<file path="config.mk">
export PLATFORM = sky130hd
export DESIGN_NAME = anffl_tex_bilinear
export DESIGN_NICKNAME = d
export VERILOG_FILES = /design/src/rtl/anffl_tex_bilinear.sv
export SDC_FILE = /design/constraint.sdc
export NUM_CORES = 1
export LEC_CHECK = 0
export CORE_AREA = 2 2 163 165
export CTS_CLUSTER_SIZE = 25
export DETAILED_ROUTE_END_ITERATION = 7
export DIE_AREA = 0 0 165 167
export PLACE_DENSITY = 0.9
export SYNTH_ARGS = -nofsm -noshare
export SYNTH_HDL_FRONTEND = slang
export SYNTH_SLANG_ARGS = --single-unit
</file>
<file path="constraint.sdc">
create_clock -name clk -period 10 [get_ports clk]
set_input_delay 1.5 -clock clk [delete_from_list [all_inputs] [get_ports clk]]
set_output_delay 1.5 -clock clk [all_outputs]
set_load 0.005 [all_outputs]
</file>
<file path="src/rtl/anffl_tex_bilinear.sv">
`default_nettype none
// ============================================================================
//  Module      : anffl_tex_bilinear
//  Description : Bilinear texture filter. Accepts one request carrying the
//                sub-texel fractions, accumulates four weighted RGBA8888
//                texels of the 2x2 footprint (T00, T10, T01, T11 in that
//                order), then presents one rounded RGBA8888 sample.
//  Revision    : 1.0 - initial release
// ============================================================================
module anffl_tex_bilinear #(
    parameter int FRAC_W = 4
) (
    input  logic              clk,
    input  logic              rst_n,

    // Filter request
    input  logic              req_valid,
    output logic              req_ready,
    input  logic [FRAC_W-1:0] frac_u,
    input  logic [FRAC_W-1:0] frac_v,

    // Decoded texel stream
    input  logic              texel_valid,
    output logic              texel_ready,
    input  logic [7:0]        texel_r,
    input  logic [7:0]        texel_g,
    input  logic [7:0]        texel_b,
    input  logic [7:0]        texel_a,

    // Filtered sample
    output logic              out_valid,
    input  logic              out_ready,
    output logic [7:0]        out_r,
    output logic [7:0]        out_g,
    output logic [7:0]        out_b,
    output logic [7:0]        out_a
);

    // ------------------------------------------------------------------------
    // Derived widths and constants
    // ------------------------------------------------------------------------
    // One-axis weight (2^FRAC_W - f) needs one extra bit to hold 2^FRAC_W.
    localparam int U_W    = FRAC_W + 1;
    // Combined weight reaches 2^(2*FRAC_W) exactly, so one extra bit again.
    localparam int WGT_W  = 2 * FRAC_W + 1;
    // 8-bit channel times total weight 2^(2*FRAC_W) never exceeds this width.
    localparam int ACC_W  = 2 * FRAC_W + 8;
    localparam int NUM_CH = 4;

    localparam logic [U_W-1:0]   c_ONE  = U_W'(1) << FRAC_W;
    // Half of the total weight, used for round-to-nearest on the output.
    localparam logic [ACC_W-1:0] c_HALF = ACC_W'(1) << (2 * FRAC_W - 1);

    localparam logic [1:0] c_IDLE  = 2'd0;
    localparam logic [1:0] c_ACCUM = 2'd1;
    localparam logic [1:0] c_OUT   = 2'd2;

    // ------------------------------------------------------------------------
    // State
    // ------------------------------------------------------------------------
    logic [1:0]        r_state;
    logic [1:0]        w_state_nxt;
    logic [1:0]        r_idx;
    logic [FRAC_W-1:0] r_frac_u;
    logic [FRAC_W-1:0] r_frac_v;

    // Handshake qualifiers; readiness is decoded from the registered state only
    logic w_req_fire;
    logic w_tex_fire;
    logic w_out_fire;

    assign req_ready   = (r_state == c_IDLE);
    assign texel_ready = (r_state == c_ACCUM);
    assign out_valid   = (r_state == c_OUT);

    assign w_req_fire  = req_valid   && req_ready;
    assign w_tex_fire  = texel_valid && texel_ready;
    assign w_out_fire  = out_valid   && out_ready;

    // Next-state selection for the IDLE -> ACCUM -> OUT -> IDLE sequence
    always_comb begin
        w_state_nxt = r_state;
        case (r_state)
            c_IDLE: begin
                if (w_req_fire) begin
                    w_state_nxt = c_ACCUM;
                end
            end
            c_ACCUM: begin
                if (w_tex_fire && (r_idx == 2'd3)) begin
                    w_state_nxt = c_OUT;
                end
            end
            c_OUT: begin
                if (w_out_fire) begin
                    w_state_nxt = c_IDLE;
                end
            end
            default: begin
                w_state_nxt = c_IDLE;
            end
        endcase
    end

    // State register
    always_ff @(posedge clk) begin
        if (!rst_n) begin
            r_state <= c_IDLE;
        end else begin
            r_state <= w_state_nxt;
        end
    end

    // Fractions are captured once per request and held for the whole footprint
    always_ff @(posedge clk) begin
        if (!rst_n) begin
            r_frac_u <= '0;
            r_frac_v <= '0;
        end else if (w_req_fire) begin
            r_frac_u <= frac_u;
            r_frac_v <= frac_v;
        end
    end

    // Texel index: cleared on request, advances only on a texel handshake
    always_ff @(posedge clk) begin
        if (!rst_n) begin
            r_idx <= 2'd0;
        end else if (w_req_fire) begin
            r_idx <= 2'd0;
        end else if (w_tex_fire) begin
            r_idx <= r_idx + 2'd1;
        end
    end

    // ------------------------------------------------------------------------
    // Bilinear weights
    // ------------------------------------------------------------------------
    logic [U_W-1:0]   w_fu;
    logic [U_W-1:0]   w_fv;
    logic [U_W-1:0]   w_u;
    logic [U_W-1:0]   w_v;
    logic [WGT_W-1:0] w_fu_x;
    logic [WGT_W-1:0] w_fv_x;
    logic [WGT_W-1:0] w_u_x;
    logic [WGT_W-1:0] w_v_x;
    logic [WGT_W-1:0] w_wgt [NUM_CH];
    logic [WGT_W-1:0] w_sel_wgt;

    assign w_fu   = {1'b0, r_frac_u};
    assign w_fv   = {1'b0, r_frac_v};
    assign w_u    = c_ONE - w_fu;
    assign w_v    = c_ONE - w_fv;

    // Widen before multiplying so the product is formed at weight width
    assign w_fu_x = {{(WGT_W - U_W){1'b0}}, w_fu};
    assign w_fv_x = {{(WGT_W - U_W){1'b0}}, w_fv};
    assign w_u_x  = {{(WGT_W - U_W){1'b0}}, w_u};
    assign w_v_x  = {{(WGT_W - U_W){1'b0}}, w_v};

    // Weight table in texel arrival order: T00, T10, T01, T11
    assign w_wgt[0] = w_u_x  * w_v_x;
    assign w_wgt[1] = w_fu_x * w_v_x;
    assign w_wgt[2] = w_u_x  * w_fv_x;
    assign w_wgt[3] = w_fu_x * w_fv_x;

    assign w_sel_wgt = w_wgt[r_idx];

    // ------------------------------------------------------------------------
    // Per-channel multiply-accumulate and rounding
    // ------------------------------------------------------------------------
    logic [NUM_CH-1:0][7:0] w_texel;
    logic [NUM_CH-1:0][7:0] w_out;

    assign w_texel[0] = texel_r;
    assign w_texel[1] = texel_g;
    assign w_texel[2] = texel_b;
    assign w_texel[3] = texel_a;

    generate
        for (genvar gi = 0; gi < NUM_CH; gi++) begin : g_chan
            logic [ACC_W-1:0] r_acc;
            logic [ACC_W-1:0] w_prod;

            // 8-bit texel times weight; the full sum of four terms fits ACC_W
            assign w_prod = {{(ACC_W - 8){1'b0}}, w_texel[gi]}
                          * {{(ACC_W - WGT_W){1'b0}}, w_sel_wgt};

            // Accumulator: cleared per request, holds while in OUT
            always_ff @(posedge clk) begin
                if (!rst_n) begin
                    r_acc <= '0;
                end else if (w_req_fire) begin
                    r_acc <= '0;
                end else if (w_tex_fire) begin
                    r_acc <= r_acc + w_prod;
                end
            end

            // Round to nearest and drop the weight scale; never exceeds 255
            assign w_out[gi] = 8'((r_acc + c_HALF) >> (2 * FRAC_W));
        end
    endgenerate

    assign out_r = w_out[0];
    assign out_g = w_out[1];
    assign out_b = w_out[2];
    assign out_a = w_out[3];

endmodule
`default_nettype wire
</file>
==> Word-level counts from Yosys, hierarchy flattened <==
Index checks and enable logic that the tools add are counted.
{ "word_totals": {"ff_bits": 76, "input_bits": 45, "out_inout_bits": 35, "wordCells": 50} }
{ "classes": {"n_addsub": 11, "n_mul": 8, "magnitude_cmp": 1, "eq_ne": 6, "mux": 7, "bitwise": 2, "n_reduce_logical": 7} }
{ "ops": {"columns": ["op", "n"], "rows": [
  ["$add A16 B16 Y16", 4],
  ["$add A16 B8 Y16 const B", 4],
  ["$mul A8 B9 Y16", 4],
  ["$bmux W9 S2", 1],
  ["$mux W9", 2],
  ["$sub A5 B4 Y5 const A", 2],
  ["$mul A4 B5 Y9", 1],
  ["$mul A5 B4 Y9", 1],
  ["$mul A5 B5 Y9", 1],
  ["$mul A4 B4 Y8", 1],
  ["$mux W2", 3],
  ["$ne A2 B1 Y1 const B", 3],
  ["$pmux W2 S3", 1],
  ["$eq A2 B2 Y1 const B", 2],
  ["$logic_and A1 B1 Y1", 4],
  ["$ge A3 B3 Y1 const B", 1],
  ["$not A2 Y3", 1],
  ["$reduce_and A3 Y1", 1],
  ["$add A2 B1 Y2 const B", 1],
  ["$eq A2 B1 Y1 const B", 1],
  ["$logic_not A2 Y1", 1],
  ["$reduce_or A2 Y1", 1],
  ["$not A1 Y1", 1]
]} }

==> Depth between registers and ports, before layout <==
{ "logic_depth": {"depth_word": 7, "depth_mapped": 35, "depth_no_buf": 32} }

==> Least setup slack after synthesis <==
No wires, ideal clock.
{ "synth_path": {"kind": "register to register", "from": "reg r_frac_v[1]", "to": "reg g_chan[3].r_acc[15]", "setup_time_ns": 0.133, "t_arrival_ns": 8.208, "t_required_ns": 9.867, "setup_slack_ns": 1.659, "path_stages_with_launch": 34, "path_buffers": 3, "period_less_slack_ns": 8.341, "path_cell_list": "dfxtp_1 > clkbuf_1 > inv_1 > ha_1 > xnor2_1 > nand2_1 > fa_1 > fa_1 > fa_1 > inv_1 > ha_1 > a211o_1 > a211o_1 > a22o_1 > a311oi_2 > or2_1 > buf_6 > buf_6 > nand2_1 > fa_1 > inv_1 > fa_1 > fa_1 > inv_1 > fa_1 > inv_1 > ha_1 > o21ai_0 > o2bb2ai_1 > a31oi_1 > a311o_1 > xnor2_1 > xnor2_1 > a21oi_1"} }
{ "synth_via": {"elab_chain_len": 7, "elab_cells_between_ends": 10, "cone_classes": "2 x add/sub; 5 x mul; 3 x mux"} }
{ "synth_lines": {"columns": ["item", "line_no", "rtl"], "rows": [
  ["start, declared", "65", "logic [FRAC_W-1:0] r_frac_v;"],
  ["start signal, assigned", "121", "r_frac_v <= frac_v;"],
  ["$sub A5 B4 Y5", "153", "assign w_v = c_ONE - w_fv;"],
  ["$mul A4 B5 Y9 or $mul A5 B5 Y9 (tied branches)", "163, 162", null],
  ["$bmux W9 S2 *", "167", "assign w_sel_wgt = w_wgt[r_idx];"],
  ["$mux W9 (implied by the code) * (2 in a row)", "167", null],
  ["$mul A8 B9 Y16 *", "187", "* {{(ACC_W - WGT_W){1'b0}}, w_sel_wgt};"],
  ["$add A16 B16 Y16 *", "196", "r_acc <= r_acc + w_prod;"],
  ["end signal, assigned", "196", null],
  ["end, declared", "182", "logic [ACC_W-1:0] r_acc;"]
]} }
Every way passes the cells marked *; elsewhere a longest branch is shown, timed or not. The select of a mux whose other input is x is not followed.
A chain may end at the register's enable or synchronous reset.

==> Worst setup path after layout <==
{ "layout_path": {"from": "reg r_frac_v[2]", "to": "reg g_chan[2].r_acc[15]"} }
{ "layout_via": {"elab_chain_len": 7, "elab_cells_between_ends": 10, "cone_classes": "2 x add/sub; 5 x mul; 3 x mux"} }
{ "layout_lines": {"columns": ["item", "line_no"], "rows": [
  ["$sub A5 B4 Y5", "153"],
  ["$mul A4 B5 Y9 or $mul A5 B5 Y9 (tied branches)", "163, 162"],
  ["$bmux W9 S2 *", "167"],
  ["$mux W9 (implied by the code) * (2 in a row)", "167"],
  ["$mul A8 B9 Y16 *", "187"],
  ["$add A16 B16 Y16 *", "196"],
  ["end signal, assigned", "196"],
  ["end, declared", "182"]
]} }
Marks and branches as above.

==> impl_metrics.yaml <==
logic_synthesis:
  async_reset_ff_frac: 0
  synth_edf_count: 0
  ys_ff_latch: 76
  syn_avg_cell_area_um2: 8.33
  ys_types: 54
  yosysSeqAreaShare: 0.0940
  synth_area_um2: 16200
  yosys.area.top_type: "fa_1"
  syn_inst: 1942
  synth_ff_type: "dfxtp_1"
  synth.area.top_cells: "fa_1, ha_1, inv_1"
  syn_nets: 2429
  synth_warnings: 0
  synth_top_area_frac: 0.307
run:
  drv_cap: 0
clock_network:
  clock-sinks: 76
  cts-htree-levels: 3
  cts_setup_buffers: 0
  hold_buffers: 0
  root_buffer: "clkbuf_16"
  clkLatencyLatePin_ps: 370
  cts_buffers: 9
  clk_pin_slew_ps: 70
  cts_tree: "done"
  ctsLongestPathBuffers: 2
  cts_resized: 0
routing:
  top_layer: "met4"
  first_pass_iters: 5
  wl_met2_um: 20300
  drc: 0
  met3_length_um: 2800
  drt-total-wl_um: 40500
  drt_iter0_markers: 923
  via_per_inst: 5.76
  ant_nets: 0
  vias: 13300
  wl_per_cell_um: 17.5
  wl_met1_um: 15700
place:
  place_area_um2: 17200
  dp_hpwl_um: 30500
  placedCellCount: 2296
  io_buffers: 79
  detailedPlace.worstSlack_ps: 935
  gp_congestion: 0.942
power_and_ir_drop:
  p_leak_nw: 8.76
  p_per_area_nw_per_um2: 273
  power_mw: 4.79
  vdd_drop_max_mv: 0.254
sta:
  fin_skew_ps: 9.08
  rsz0062_at_grt: "no"
  fmax_mhz: 109
  finalCritPeriodShare: 0.920
  setup_viol: 0
  worst_pin_slew_ps: 1190
  period_needed_ps: 9200
  whs_ps: 455
  finalSetupTns_ps: 0
  setup_slack_ps: 801
  drv_slew: 0
  finalHoldViolations: 0
  slew_headroom: 0.209
finish:
  fillers: 1909
  drive_gt1_frac: 0.0233
  nNetsFinal: 2459
  final_cell_mix: "inv_1, fa_1, nand2_1"
  area.growth.synth_to_final_pct: 8.35
  stdcell_count: 2313
  design_area_um2: 17500
  fin_util: 0.681
  final_common_cell: "inv_1"
floorplanning:
  start_util: 0.628
  die_w_um: 165
  die_area_um2: 27600
  placementRows: 59
  ioPinCount: 80
  core-area_um2: 25800
  die_y_um: 167
critical_path:
  worstPathArrival_ps: 9400
  path_max_fanout: 22
  cp-end-kind: "register"
  crit_required_ps: 10200
  critPathMostFrequentCell: "fa_1"
  start_kind: "register"
  slowest_delay_ps: 790
  r2r_cells: 29
  worstSetupPathType: "register to register"
  crit_slowest_cell: "or2_1"
grt:
  grt_pass1_wl_um: 69100
  grt_usage: 0.313
  grt_pass1_vias: 14700
  grt_max_degree: 83
  grt_overflow_total: 0
  antenna_found_initial: 0
run_status:
  status: "finished clean"
min_path:
  hp-class: "register to register"
  hold_depth: 2
[cells by family after synthesis]
family,after synthesis,synth area share
AOI/OAI and AO/OA,223,0.0863
and+or+nand+nor,603,0.185
muxes,8,0.00889
xor gates and xnor gates,98,0.0539
DFF,76,0.0940
adders and majority gates,442,0.457
buffers and inverters,492,0.116
[final cells by class]
type	instances	area (um^2)	share of cell area
antenna	1	2.50	0.000143
clock buffer	10	239	0.0136
clock inverter	6	87.6	0.00500
inverter	420	1580	0.0899
multi-input combinational	1374	12800	0.730
sequential	76	1520	0.0868
tap	335	419	0.0239
timing repair buffer	91	881	0.0502
[critical path, delay by kind of cell (launching register included)]
kind                       cells  cell delay [ps]
adders and majority gates      9             4140
AOI/OAI and AO/OA              9             2060
and+or+nand+nor                4             1210
xor gates and xnor gates       3              820
DFF                            1              570
buffers and inverters          4              190
[final timing paths]
kind	startpoint	endpoint	slack, ps
setup / recovery	r_frac_v[2]$_SDFFE_PN0P_	g_chan[2].r_acc[15]$_SDFFE_PP0P_	800
hold reg to reg	g_chan[3].r_acc[6]$_SDFFE_PP0P_	g_chan[3].r_acc[6]$_SDFFE_PP0P_	460
hold / removal	g_chan[3].r_acc[6]$_SDFFE_PP0P_	g_chan[3].r_acc[6]$_SDFFE_PP0P_	460
setup reg to reg	r_frac_v[2]$_SDFFE_PN0P_	g_chan[2].r_acc[15]$_SDFFE_PP0P_	800
[synthesized netlist by cell type, types with 7 or more instances]
master / n
a211oi_1: 9
a21boi_0: 10
a21o_1: 18
a21oi_1: 77
a31oi_1: 10
and2_1: 152
and3_1: 51
buf_1: 12
clkbuf_1: 57
dfxtp_1: 76
fa_1: 248
ha_1: 194
inv_1: 420
nand2_1: 247
nand2b_1: 7
nand3_1: 35
nand4_1: 10
nor2_1: 54
nor2b_1: 12
nor3_1: 11
o21a_1: 20
o21ai_0: 45
o21bai_1: 7
or3_1: 7
xnor2_1: 81
xor2_1: 16
[sequential cells by signal (all words and copies together), names as in the netlist]
register,cells
g_chan.r_acc,64
r_frac_u,4
r_frac_v,4
r_idx,2
r_state,2
[power by group]
| group | switching (mW) | internal (mW) |
|---|---|---|
| Clock | 0.159 | 0.225 |
| Sequential | 0.0702 | 0.345 |
| Combinational | 2.24 | 1.75 |
[per-layer routing]
| metal | GRT usage | vias up |
|---|---|---|
| met5 | 0 | - |
| met4 | 0.155 | 0 |
| met3 | 0.0493 | 141 |
| met2 | 0.532 | 576 |
| met1 | 0.384 | 6553 |
| li1 | - | 6059 |
No activity file was read; power rests on OpenSTA's default activity.
